===== src/rtl/coin_button_conditioner.sv =====
// coin_button_conditioner: synchronise, debounce and edge-detect the coin/Enter buttons into arbitrated one-cycle pulses
module coin_button_conditioner #(
    parameter int DB_CYCLES = 1000000,
    parameter int CNT_W     = 20
) (
    input  logic clk,
    input  logic rst,
    input  logic btn_r1_raw,
    input  logic btn_r2_raw,
    input  logic btn_enter_raw,
    output logic R1,
    output logic R2,
    output logic Enter,
    output logic coin_conflict
);
    localparam logic [CNT_W-1:0] CNT_MAX = CNT_W'(DB_CYCLES - 1);
    logic [2:0]       s1_q, s2_q, db_q, db_dly_q, db_d, rise;
    logic [CNT_W-1:0] cnt_q [3];
    logic [CNT_W-1:0] cnt_d [3];
    logic             pend_q, coin, want_enter;

    always_comb begin
        for (int i = 0; i < 3; i++) begin
            db_d[i]  = (s2_q[i] != db_q[i] && cnt_q[i] == CNT_MAX) ? s2_q[i] : db_q[i];
            cnt_d[i] = (s2_q[i] == db_q[i] || cnt_q[i] == CNT_MAX) ? '0 : cnt_q[i] + 1'b1;
        end
    end

    assign rise       = db_q & ~db_dly_q;
    assign coin       = rise[0] | rise[1];
    // A coin in the same cycle as Enter is credited first; Enter waits one cycle.
    assign want_enter = rise[2] | pend_q;

    always_ff @(posedge clk) begin
        if (rst) begin
            s1_q          <= '0;
            s2_q          <= '0;
            db_q          <= '0;
            db_dly_q      <= '0;
            cnt_q         <= '{default: '0};
            pend_q        <= 1'b0;
            R1            <= 1'b0;
            R2            <= 1'b0;
            Enter         <= 1'b0;
            coin_conflict <= 1'b0;
        end else begin
            s1_q          <= {btn_enter_raw, btn_r2_raw, btn_r1_raw};
            s2_q          <= s1_q;
            db_q          <= db_d;
            db_dly_q      <= db_q;
            cnt_q         <= cnt_d;
            pend_q        <= want_enter & coin;
            R1            <= rise[0] & ~rise[1];
            R2            <= rise[1] & ~rise[0];
            Enter         <= want_enter & ~coin;
            coin_conflict <= rise[0] & rise[1];
        end
    end
endmodule

===== config.mk =====
export PLATFORM = sky130hd
export DESIGN_NAME = coin_button_conditioner
export DESIGN_NICKNAME = d
export VERILOG_FILES = /design/src/rtl/coin_button_conditioner.sv
export SDC_FILE = /design/constraint.sdc
export NUM_CORES = 1
export LEC_CHECK = 0
export CORE_ASPECT_RATIO = 0.8
export CORE_UTILIZATION = 50
export DETAILED_ROUTE_END_ITERATION = 7
export GPL_TIMING_DRIVEN = 0
export PLACE_DENSITY_LB_ADDON = 0.1
export SYNTH_ARGS = -nofsm -noshare
export SYNTH_HDL_FRONTEND = slang
export SYNTH_SLANG_ARGS = --single-unit
export TNS_END_PERCENT = 1

===== constraint.sdc =====
create_clock -name clk -period 1.9 [get_ports clk]
set_input_delay 0.19 -clock clk [delete_from_list [all_inputs] [get_ports clk]]
set_output_delay 0.19 -clock clk [all_outputs]
set_load 0.05 [all_outputs]

# Word-level counts from Yosys, hierarchy flattened
# Index checks and enable logic that the tools add are counted.
# W data, S select, Z words.
[totals] wordCells=47 input_bits=5 output_inout_bits=4 reg_bits=77
[op_classes] n_addsub=3 n_eq_ne=9 bitwise=12 reduce_logical=9
[ops] op="$add A20 B1 Y20 const B" n=3
[ops] op="$eq A20 B20 Y1 const B" n=3
[ops] op="$reduce_or A2 Y1" n=3
[ops] op="$and A1 B1 Y1" n=5
[ops] op="$and A3 B3 Y3" n=1
[ops] op="$eq A1 B1 Y1" n=3
[ops] op="$logic_and A1 B1 Y1" n=3
[ops] op="$logic_or A1 B1 Y1" n=3
[ops] op="$ne A1 B1 Y1" n=3
[ops] op="$not A1 Y1" n=3
[ops] op="$not A3 Y3" n=1
[ops] op="$or A1 B1 Y1" n=2

# Longest topological paths before layout
# Gate-level depths: netlist (run 1).
[logic_depth] ltp_word=5 mapped_depth=6 depth_no_buf=5

# Worst setup path after synthesis (run 1)
# Ideal clock, no wire load.
[synth_path] path_kind="register -> register" start="register cnt_q[40] (netlist name)" end="register cnt_q[58] (netlist name)" setup_time_ns=0.070 required_ns=1.830 period_less_slack_ns=1.833 setup_slack_ns=0.067 arrival_time_ns=1.763 path_stages_with_launch=6 path_buffers=0 path_cell_list="dfxtp_1 -> ha_1 -> nand4_1 -> or4b_4 -> or3_1 -> a21oi_1"
[synth_between] elab_chain_len=3 word_cells_on_any_way=4 cone_classes="add/sub: 1; eq/ne: 1; reduce/logical: 2"
[synth_lines] item="start, declared" line="18" source="logic [CNT_W-1:0] cnt_q [3];"
[synth_lines] item="start signal, assigned" line="51" source="cnt_q <= cnt_d;"
[synth_lines] item="branches (longest 3 deep; another with $add A20 B1 Y20)"
# Parallel ways; which one is timed is not known.
# A chain may end at the register's enable or synchronous reset.

# Worst setup path in the final report (run 1)
[layout_path] start="register cnt_q[47] (netlist name)" end="register cnt_q[53] (netlist name)"
# Same word-level chain as after synthesis.

==> impl_metrics.csv, run 1 <==
group,metric,value,unit
logic_synthesis,syn_inst,364,
critical_path,path_buf_inv,2,
critical_path,slowest_delay,0.51,ns
critical_path,regToRegSetupSlack,0.1,ns
timing,max_freq,0.555,GHz
logic_synthesis,yosysMostFrequentCell,"dfxtp_1",
critical_path,required,2.14,ns
power_and_ir_drop,ir_drop,0.000586,V
die,design.die.area,0.00690,mm^2
timing,finalSetupViolations,0,
routing,wire_per_inst,12.7,um
critical_path,crit_family,"simple AND/OR/NAND/NOR gates",
global_route,grt_usage,19.3,%
clocking,cts_root_buf,"clkbuf_8",
global_route,grt_max_degree,17,
placement,numPortBuffers,8,
global_route,grt-ovfl-total,0,
logic_synthesis,syn_area,0.00328,mm^2
critical_path,crit_type,"flip-flop to flip-flop",
timing,min_period,1.80,ns
logic_synthesis,async_flop_share,0,%
power_and_ir_drop,p_per_area,741,mW/mm^2
critical_path,cp-start-kind,"flip-flop",
finish,antenna_cells,0,
routing,firstDrtPassIters,4,
routing,routed_wl,6150,um
clocking,clock_path_buffers,2,
critical_path,timing.critical_path.slowest_stage_cell,"or4b_1",
logic_synthesis,synth_common_cells,"77 x dfxtp_1, 56 x nor2_1, 33 x xnor2_1",
routing,drc,0,
critical_path,critical_path.max_fanout,8,
timing,slew_headroom,64.0,%
die,die_width,92.6,um
logic_synthesis,yosys_warnings,0,
clocking,clkTransAtPathRegs,0.09,ns
finish,drive_gt1_share,13.8,%
finish,design_area,0.00385,mm^2
timing,slew_viol_final,0,
routing,drt_iter0_markers,85,
logic_synthesis,synth_edf_count,0,
worst_hold_path,holdCritPathClass,"input port to flip-flop",
power_and_ir_drop,p_clk_share,41.2,%
clocking,clk_latency,0.35,ns
timing,hold-worst-slack,0.379,ns
die,ios,9,
placement,place_area,0.00347,mm^2
clocking,cts_tree,"built",
timing,hold_violations,0,
finish,seqCellArea,0.00155,mm^2
logic_synthesis,ys.flop_type,"dfxtp_1",
die,die_y,74.5,um
timing,rsz0062_at_grt,"false",
die,initial_core_util,51.5,%
routing,drtAntennaViolNets,0,
critical_path,crit_arrival,2.05,ns
global_route,grt_pass1_vias,2243,
job,cap_violations,0,
global_route,grt_first_pass_wirelength,10400,um
critical_path,cp_cell_sequence,"or4b_1, or3_4, o21ai_4, buf_12, buf_6, nor2_1",
critical_path,end_kind,"flip-flop",
global_route,antenna_found_initial,0,
placement,dp_hpwl,4140,um
timing,finalCritPeriodShare,94.9,%
power_and_ir_drop,seq_power_share,57.0,%
finish,final_util,60.4,%
placement,place.gp.congestion,0.841,
routing,viasPerCell,5.32,
power_and_ir_drop,power_leakage,1.13,nW
clocking,cts.sinks,77,
timing,worstMarginPinSlew,0.536,ns
routing,vias,2568,
power_and_ir_drop,p_int,2.15,mW
finish,fillers,598,
logic_synthesis,netlist.area_leader.share,47.0,%
power_and_ir_drop,power.total,2.85,mW
logic_synthesis,ys_ff_latch,77,
finish,nNetsFinal,402,
clocking,cts_max_level,3,
logic_synthesis,ys_seq_area_share,47.0,%
logic_synthesis,synth_area_leaders,"dfxtp_1 47%, xnor2_1 8.8%, nor2_1 6.4%",
logic_synthesis,syn_avg_cell_area,9.02,um^2
finish,multiInputGateArea,0.00172,mm^2
logic_synthesis,synthesis.nets,372,
power_and_ir_drop,switching_share,24.6,%
die,core,0.00638,mm^2
finish,syn_to_final_growth,17.3,%
die,rows,26,
power_and_ir_drop,combPwrFrac,1.9,%
power_and_ir_drop,p_switching,702,uW
run_status,outcome,"completed",
clocking,numCtsBuffers,9,
logic_synthesis,synth_cell_types,41,
logic_synthesis,yosysTopAreaCell,"dfxtp_1",
timing,skew,0.00888,ns
==> power groups by stage <==
stage / registers [mW] / logic, mW / clock network, mW
detailed placement: 1.66 / 0.0427 / 0
global placement: 1.66 / 0.0425 / 0
global route: 1.63 / 0.0596 / 1.29
finish: 1.63 / 0.0534 / 1.17
floorplan: 1.66 / 0.0257 / 0
CTS: 1.62 / 0.0468 / 1.22
==> metal layers <==
metal	track usage, %	wire [um]	vias up
met1	26.7	3180	1192
met3	5.83	222	5
met4	6.77	68	0
met2	28.8	2680	42
met5	0	0	-
li1	-	-	1329
==> final timing paths <==
kind / startpoint / end / cells after the start
worst max register to register: cnt_q[47] / cnt_q[53] / 6
worst max-delay path: cnt_q[47] / cnt_q[53] / 6
worst min register to register: s1_q[2] / s2_q[2] / 1
worst min-delay path: btn_r2_raw / s1_q[1] / 2
==> placed cells by master, fill, tap and decap left out, types with 7 or more instances in the layout <==
cell             synthesis  layout
a21oi_1                 13      13
buf_4                    0       9
clkbuf_8                 0       9
clkdlybuf4s50_1          0       8
dfxtp_1                 77      68
dfxtp_2                  0       9
inv_1                   15      15
nand2_1                 17      17
nand3_1                 18      15
nand4_1                 14      14
nor2_1                  56      56
nor2b_1                 12      12
nor3_1                  17      17
nor4_1                   9       9
o21ai_0                  7       7
or3_1                    7       7
xnor2_1                 33      33
xor2_1                  13      13
==> stage by stage <==
| step | std cells | TNS (ns) | setup slack, ns |
|---|---|---|---|
| after floorplan | 364 | 0 | 0.0665 |
| after global placement | 456 | -6.14 | -0.276 |
| after detailed placement | 456 | -6.49 | -0.282 |
| after CTS | 476 | 0 | 0.0000462 |
| after global routing | 483 | 0 | 0.00332 |
| final | 483 | 0 | 0.0969 |
==> repair_timing <==
action                     4_1_cts  5_1_grt
hold buffers                     0        0
cloned                           0        1
setup endpoints to repair       39       48
pin swaps                        3        6
gates resized for setup         10       18
buffers inserted                 4        6
==> sequential cells by signal (all words and copies together) (netlist names) <==
register       flops
Enter              1
db_dly_q           3
R1                 1
R2                 1
db_q               3
pend_q             1
s2_q               3
cnt_q             60
coin_conflict      1
s1_q               3
==> area by class of cell <==
cell class | instances | share of cell area, %
multi-input combinational | 265 | 44.7
sequential | 77 | 40.3
timing repair buffer | 19 | 4.74
clock buffer | 9 | 3.22
tap | 84 | 2.73
clock inverter | 7 | 1.62
inverter | 15 | 1.46
buffer | 7 | 1.20
==> worst reg2reg max path: cells and delay by family, from the launching register on <==
| kind | cells | cell delay (ns) |
|---|---|---|
| buffers and inverters | 2 | 0.25 |
| and+or+nand+nor | 3 | 0.92 |
| AOI/OAI and AO/OA | 1 | 0.17 |
| DFF | 1 | 0.36 |
==> kinds of logic after synthesis <==
group	count (synthesis)	synth area share, %
AO/OA/AOI/OAI	33	6.48
flip-flops	77	47.0
XOR/XNOR	46	12.3
AND/OR/NAND/NOR	183	30.1
buffers and inverters	22	3.01
adder cells (fa/ha/maj)	3	1.14
Note: power is estimated with default switching activity, not from simulation.
==> run 2: changes to the inputs <==
- CTS_CLUSTER_DIAMETER: unset -> 60
==> results of run 2 <==
Final layout, timing and power as in run 1 (identical DEF).
